### config.mk
export PLATFORM = sky130hd
export DESIGN_NAME = commit_ring_mc
export DESIGN_NICKNAME = d
export VERILOG_FILES = /design/src/rtl/commit_ring_mc.sv
export SDC_FILE = /design/constraint.sdc
export NUM_CORES = 1
export LEC_CHECK = 0
export CORE_MARGIN = 1.5
export CORE_UTILIZATION = 55
export CTS_BUF_LIST = sky130_fd_sc_hd__clkbuf_16
export DETAILED_ROUTE_END_ITERATION = 6
export HOLD_SLACK_MARGIN = 0.02
export PLACE_DENSITY_LB_ADDON = 0.12
export SETUP_SLACK_MARGIN = 0.15
export SLEW_MARGIN = 20
export SYNTH_ARGS = -nofsm -noshare
export SYNTH_HDL_FRONTEND = slang
export SYNTH_SLANG_ARGS = --single-unit
### constraint.sdc
create_clock -name clk -period 7.2 [get_ports clk]
set_input_delay 1.44 -clock clk [delete_from_list [all_inputs] [get_ports clk]]
set_output_delay 1.44 -clock clk [all_outputs]
set_load 0.01 [all_outputs]
### src/rtl/commit_ring_mc.sv
// In-order commit ring: records issued entries {channel, in flag} in program order and
// releases the head to its channel, one per cycle. Optional stats via COMMIT_RING_MC_STATS_EN.
module commit_ring_mc #(
   parameter int DEPTH_LOG2 = 4,
   parameter int N_CH       = 3,
   parameter int CH_W       = $clog2(N_CH)
) (
   input  logic                  clk,
   input  logic                  reset_n,
   input  logic                  flush,
   input  logic                  issue_valid,
   output logic                  issue_ready,
   input  logic [CH_W-1:0]       issue_ch,
   input  logic                  issue_in,
   output logic [N_CH-1:0]       commit_valid,
   input  logic [N_CH-1:0]       commit_ready,
   output logic                  commit_in,
   output logic                  empty,
   output logic                  full,
   output logic [DEPTH_LOG2:0]   count,
   output logic [DEPTH_LOG2:0]   in_count
`ifdef COMMIT_RING_MC_STATS_EN
   ,
   output logic [31:0]           stall_cycles,
   output logic [DEPTH_LOG2:0]   max_count
`endif
);

   localparam int DEPTH = 1 << DEPTH_LOG2;
   localparam int CNT_W = DEPTH_LOG2 + 1;
   localparam logic [CH_W:0] N_CH_L = N_CH[CH_W:0];

   logic [DEPTH-1:0][CH_W-1:0] ent_ch_q, ent_ch_d;
   logic [DEPTH-1:0]           ent_in_q, ent_in_d;
   logic [DEPTH_LOG2-1:0]      issue_ptr_q, issue_ptr_d, commit_ptr_q, commit_ptr_d;
   logic [CNT_W-1:0]           count_q, count_d, in_count_q, in_count_d;
   logic [CH_W-1:0]            head_ch;
   logic                       do_issue, do_commit;

   // Head-side outputs depend on registered state only.
   always_comb begin
      empty       = (count_q == '0);
      full        = (count_q == CNT_W'(DEPTH));
      issue_ready = !full && !flush;
      do_issue    = issue_valid && issue_ready;
      head_ch     = ent_ch_q[commit_ptr_q];
      commit_in   = !empty && ent_in_q[commit_ptr_q];
      for (int c = 0; c < N_CH; c++)
         commit_valid[c] = !empty && (head_ch == CH_W'(c));
      do_commit   = (|(commit_valid & commit_ready)) && !flush;
      count       = count_q;
      in_count    = in_count_q;
   end

   always_comb begin
      ent_ch_d     = ent_ch_q;
      ent_in_d     = ent_in_q;
      issue_ptr_d  = issue_ptr_q;
      commit_ptr_d = commit_ptr_q;
      count_d      = count_q;
      in_count_d   = in_count_q;
      if (flush) begin
         issue_ptr_d  = '0;
         commit_ptr_d = '0;
         count_d      = '0;
         in_count_d   = '0;
      end else begin
         if (do_issue) begin
            ent_ch_d[issue_ptr_q] = issue_ch;
            ent_in_d[issue_ptr_q] = issue_in;
            issue_ptr_d           = issue_ptr_q + 1'b1;
         end
         if (do_commit)
            commit_ptr_d = commit_ptr_q + 1'b1;
         if (do_issue && !do_commit)
            count_d = count_q + 1'b1;
         else if (!do_issue && do_commit)
            count_d = count_q - 1'b1;
         // Both adjustments land together so a full ring of in-entries stays at DEPTH.
         in_count_d = in_count_q + CNT_W'(do_issue && issue_in) - CNT_W'(do_commit && commit_in);
      end
   end

   always_ff @(posedge clk or negedge reset_n) begin
      if (!reset_n) begin
         ent_ch_q     <= '0;
         ent_in_q     <= '0;
         issue_ptr_q  <= '0;
         commit_ptr_q <= '0;
         count_q      <= '0;
         in_count_q   <= '0;
      end else begin
         ent_ch_q     <= ent_ch_d;
         ent_in_q     <= ent_in_d;
         issue_ptr_q  <= issue_ptr_d;
         commit_ptr_q <= commit_ptr_d;
         count_q      <= count_d;
         in_count_q   <= in_count_d;
      end
   end

`ifdef COMMIT_RING_MC_STATS_EN
   logic [31:0]      stall_q, stall_d;
   logic [CNT_W-1:0] max_q, max_d;

   always_comb begin
      stall_d = stall_q;
      max_d   = max_q;
      if (flush) begin
         stall_d = '0;
         max_d   = '0;
      end else begin
         if (issue_valid && !issue_ready && stall_q != '1)
            stall_d = stall_q + 1'b1;
         if (count_d > max_q)
            max_d = count_d;
      end
   end

   always_ff @(posedge clk or negedge reset_n) begin
      if (!reset_n) begin
         stall_q <= '0;
         max_q   <= '0;
      end else begin
         stall_q <= stall_d;
         max_q   <= max_d;
      end
   end

   assign stall_cycles = stall_q;
   assign max_count    = max_q;
`endif

   a_legal_ch : assert property (@(posedge clk) disable iff (!reset_n)
      do_issue |-> ({1'b0, issue_ch} < N_CH_L));

endmodule

=== Yosys cells after proc, flatten, opt, wreduce, memory -nomap -nowiden ===
Index checks and enable logic that the tools add are counted.

* Add/subtract/negate cells: 6
* Multipliers: 0
* Div/mod/pow operators: 0
* $lt $le $gt $ge: 3
* Equal/unequal tests: 3
* Shift-type cells: 0
* Multiplexer cells: 18
* Bitwise gates (word level): 2
* Reductions and logical operators: 24

{| class="wikitable"
|+ Operators by type and width
! kind !! count
|-
| bitwise mux 32 bit || 1
|-
| 2-to-1 mux 5 bit || 4
|-
| bitwise mux 16 bit || 1
|-
| 2-to-1 mux 4 bit || 4
|-
| logical AND 1 bit || 12
|-
| less-than comparator 4 x 5 -> 1 bit, second input constant || 2
|-
| adder 4 x 1 -> 4 bit, second input constant || 2
|-
| binary-select mux 2 bit (select 4 bit) || 1
|-
| demux 2 bit (select 4 bit) || 1
|-
| adder 5 x 1 -> 5 bit || 1
|-
| adder 5 x 1 -> 5 bit, second input constant || 1
|-
| == test 5 bit, second input constant || 1
|-
| logical NOT 1 bit || 5
|-
| logical NOT 5 bit || 1
|-
| subtractor 5 x 1 -> 5 bit || 1
|-
| subtractor 5 x 1 -> 5 bit, second input constant || 1
|-
| binary-select mux 1 bit (select 4 bit) || 1
|-
| demux 1 bit (select 4 bit) || 1
|-
| >= comparator 4 x 1 -> 1 bit, second input constant || 1
|-
| 2-to-1 mux 2 bit || 2
|-
| nonzero test 2 bit || 2
|-
| AND 3 bit || 1
|-
| nonzero test 3 bit || 1
|-
| OR reduction 3 bit || 1
|-
| other kinds (6) || 7
|}

* Flip-flop bits (word level): 66
* Bits in latches: 0
* Bits in writable memories: 0
* Bits in read-only memories: 0
* Output and inout port bits: 17
* Word-level logic and storage cells: 77
* Memories: 0

=== Depth between registers and ports, before layout ===
* Depth in word-level cells: 11
* Mapped depth: 16

=== Least setup slack after synthesis ===
No wires, ideal clock.

* Path type: input -> register
* Start point: input commit_ready[1]
* End point: register in_count_q[4], in the netlist in_count[4]
* Data arrival time: 3.696 ns
* Data required time: 7.068 ns
* Setup slack: 3.372 ns
* Stages on the path: 13
* Path buffers: 0
* Cell sequence: nor2b_1 > mux2i_4 > a311o_2 > nand2_1 > and3b_1 > ha_1 > inv_1 > ha_1 > fa_1 > a21o_1 > a21oi_1 > xnor2_1 > nor2_1

* Cells in the longest elaborated chain, start to end: 6

{| class="wikitable"
|+ Ends and longest elaborated chain
! what !! RTL line !! text
|-
| start, declared || 16 || <nowiki>input logic [N_CH-1:0] commit_ready,</nowiki>
|-
| AND 3 bit || 50 || <nowiki>do_commit = (|(commit_valid & commit_ready)) && !flush;</nowiki>
|-
| OR reduction 3 bit || 50 ||
|-
| logical AND 1 bit || 50 ||
|-
| logical AND 1 bit || 80 || <nowiki>in_count_d = in_count_q + CNT_W'(do_issue && issue_in) - CNT_W'(do_commit && commit_in);</nowiki>
|-
| subtractor 5 x 1 -> 5 bit || 80 ||
|-
| 2-to-1 mux 5 bit || 62 || <nowiki>if (flush) begin</nowiki>
|-
| named net in_count_d[4] || 36 || <nowiki>logic [CNT_W-1:0] count_q, count_d, in_count_q, in_count_d;</nowiki>
|-
| end signal, assigned || 98 || <nowiki>in_count_q <= in_count_d;</nowiki>
|-
| end, declared || 36 ||
|}

The timed path passes the listed nets, and every way through them passes these cells.
A chain may end at the register's enable or synchronous reset.

=== Worst setup path after layout ===
* Start point: input flush
* End point: register count_q[4], in the netlist count[4]

* Cells in the longest elaborated chain, start to end: 6
* Elaborated cells between the ends (all ways): 11

{| class="wikitable"
|+ Ends and longest elaborated chain
! what !! RTL line !! text
|-
| start, declared || 10 || <nowiki>input logic flush,</nowiki>
|-
| logical NOT 1 bit || 44, 50 ||
|-
| logical AND 1 bit (on tied branches) || 44, 50 ||
|-
| logical AND 1 bit or logical NOT 1 bit (tied branches) || 45, 75 ||
|-
| logical AND 1 bit or logical NOT 1 bit (tied branches) || 75, 77 ||
|-
| 2-to-1 mux 5 bit or logical AND 1 bit (tied branches) || 75, 77 ||
|-
| 2-to-1 mux 5 bit or nonzero test 3 bit (tied branches) || - ||
|-
| end signal, assigned || 97 || <nowiki>count_q <= count_d;</nowiki>
|-
| end, declared || 36 ||
|}

Parallel ways exist; a longest one is shown, timed or not.

==> flow_summary.json <==
{
  "start_util_pct": 56.6,
  "via_per_inst": 5.87,
  "fmax_mhz": 209,
  "core_area_mm2": 0.00631,
  "cts_sinks": 66,
  "synth_nets": 318,
  "grt_pass1_wl_um": 11800,
  "synthXorXnorAreaFrac_pct": 2.94,
  "p_per_area_mw_per_mm2": 362,
  "cp_max_fo": 24,
  "post-route-util_pct": 65.9,
  "synth.distinct_cells": 46,
  "n_antenna_cell": 0,
  "clkPwrFrac_pct": 29.0,
  "max_slew.worst_pin.slew_ns": 0.928,
  "antenna_found_initial": 0,
  "post_cts_buffers": 0,
  "power_mw": 1.51,
  "clockRootBuffer": "clkbuf_16",
  "status": "finished, final reports clean",
  "cp.arrival_ns": 4.98,
  "seq_power_share_pct": 33.1,
  "avgSynthCellArea_um2": 12.2,
  "routed_wirelength_um": 7000,
  "rsz0062_at_grt": "no",
  "row_count": 29,
  "place_congestion": 0.751,
  "dp_hpwl_um": 4680,
  "grt.total_usage_pct": 21.8,
  "vias": 2336,
  "clockBufferDepth": 2,
  "combPwrFrac_pct": 37.9,
  "first_iter_violations": 125,
  "cts_tree": "yes",
  "grt_pass1_vias": 2303,
  "die_y_um": 83.6,
  "critPathKind": "in2reg",
  "cts_hold_buf": 0,
  "yosys_warnings": 0,
  "ios": 27,
  "final.min_clock_period_ns": 4.78,
  "crit_path_end_kind": "register",
  "hold_viol_final": 0,
  "clk_latency_ns": 0.32,
  "cts_made_buffers": 9,
  "die_x_um": 83.6,
  "postSynthCellCount": 293,
  "synth-simple-area-share_pct": 12.0,
  "synthAdderAreaFrac_pct": 5.68,
  "wire_per_inst_um": 17.6,
  "post-place-cells": 382,
  "setup_viol": 0,
  "cp.required_ns": 7.41,
  "synth_top_family_by_area": "multiplexers",
  "area_delta_synth_final_pct": 16.5,
  "p_leak_nw": 1.87,
  "finClkSkew_ns": 0.00340,
  "hold_class": "reg2reg",
  "grt_overflow_total": 0,
  "die_area_mm2": 0.00698,
  "synth_edf_count": 0,
  "synth_ff_type": "dfrtp_1",
  "layout.nets": 341,
  "grt_max_degree": 67,
  "switching_share_pct": 32.7,
  "synth-compound-area-share_pct": 5.57,
  "path_clk_slew_ns": 0.06,
  "drive_gt1_share_pct": 25.5,
  "synth-seq-area-share_pct": 46.3,
  "port_buffers": 26,
  "ant_nets": 0,
  "synth_area_mm2": 0.00357,
  "fin_tns_setup_ns": 0,
  "p_switching_mw": 0.493,
  "drv_cap": 0,
  "p_int_mw": 1.01,
  "synthArstFlopShare_pct": 100,
  "slew_violations": 0,
  "start_kind": "input port",
  "dr.pass1.iters": 4,
  "ir_drop_uv": 241,
  "fin_crit_sh_pct": 66.3,
  "cts_resized": 0,
  "cts_htree_levels": 3,
  "yosys-mux-area-fraction_pct": 24.8,
  "ys_seq_elements": 66,
  "final_cells": 398,
  "route.detailed.drc": 0,
  "slew-limit-headroom_pct": 38.1
}
## layer usage
layer,GRT usage (%),vias to the layer above,routed length [µm]
met5,0,-,0
met2,32.5,49,3280
met4,9.54,0,119
met1,31.0,1171,3290
met3,4.95,10,308
li1,-,1106,-
## worst max-delay path, cell delays in order
cell and delay (ns):
clkdlybuf4s50_1 0.80, nor2_1 0.34, and2_1 0.66, nand3_1 0.30
fa_1 0.47, a21o_1 0.19, a21oi_1 0.17, nor3_1 0.06
a22oi_1 0.21, mux2_1 0.34
## synthesized netlist by cell type, types with 5 or more instances
library cell,count,area (µm²)
a21oi_1,10,50.1
clkbuf_1,7,26.3
dfrtp_1,66,1650
ha_1,13,163
inv_1,7,26.3
mux2_2,48,541
mux4_2,9,203
nand2_1,12,45.0
nand3_1,21,105
nor2_1,18,67.6
nor2b_1,13,81.3
xnor2_1,7,61.3
xor2_1,5,43.8
## worst paths after layout
| kind | from | endpoint | slack (ns) | cells after the start |
|---|---|---|---|---|
| setup / recovery | flush | count[4]$_DFFE_PN0P_ | 2.42 | 10 |
| hold / removal | ent_ch_q[3]$_DFFE_PN0P_ | ent_ch_q[3]$_DFFE_PN0P_ | 0.49 | 1 |
| setup reg to reg | commit_ptr_q[0]$_DFFE_PN0P_ | in_count[4]$_DFF_PN0_ | 2.84 | 14 |
| hold reg to reg | ent_ch_q[3]$_DFFE_PN0P_ | ent_ch_q[3]$_DFFE_PN0P_ | 0.49 | 1 |
| max in group asynchronous | reset_n | count[0]$_DFFE_PN0P_ | 5.34 | 2 |
| min in group asynchronous | reset_n | in_count[2]$_DFF_PN0_ | 1.29 | 2 |
## kinds of logic (layout without fill, tap and decap cells)
family,after synthesis,after routing
simple gates,83,83
buf+inv,22,50
flops,66,66
mux,66,66
xor+xnor,12,12
fa+ha+maj,15,15
compound gates,29,29
## per-stage QoR
step	cell area [µm²]	hold slack, ns	worst slack, ns
floorplan	3570	0.470	3.37
global placement	3860	0.482	2.23
detailed placement	3860	0.484	2.07
CTS	4160	0.497	2.41
global route	4160	0.514	2.07
finish	4160	0.495	2.42
## placed cells by master, fill, tap and decap left out, types with 5 or more instances in the layout
cell / n
nand3_1: 21
xnor2_1: 7
dfrtp_1: 66
clkdlybuf4s50_1: 25
ha_1: 13
inv_1: 7
mux2_2: 48
a21oi_1: 10
nand2_1: 12
xor2_1: 5
clkbuf_16: 9
nor2_1: 18
mux4_2: 9
nor2b_1: 13
## power by group through the flow
stage               registers (mW)  clock network (mW)  logic (mW)
floorplan                    0.483                   0       0.415
finish                       0.499               0.436       0.572
global placement             0.505                   0       0.564
CTS                          0.500               0.445       0.578
global route                 0.511               0.461       0.629
detailed placement           0.506                   0       0.575
## state kept, by name, summed over array words and instances (netlist names)
| register | cells |
|---|---|
| ent_ch_q | 32 |
| ent_in_q | 16 |
| issue_ptr_q | 4 |
| count | 5 |
| in_count | 5 |
| commit_ptr_q | 4 |
## final cells by class
cell class                 instances  area, µm²
clock inverter                     7       77.6
clock buffer                       9        225
inverter                           7       26.3
timing repair buffer              27        263
tap                               77       96.3
fill                             476       2150
multi-input combinational        205       1820
sequential                        66       1650
Note: power is estimated with default switching activity, not from simulation.
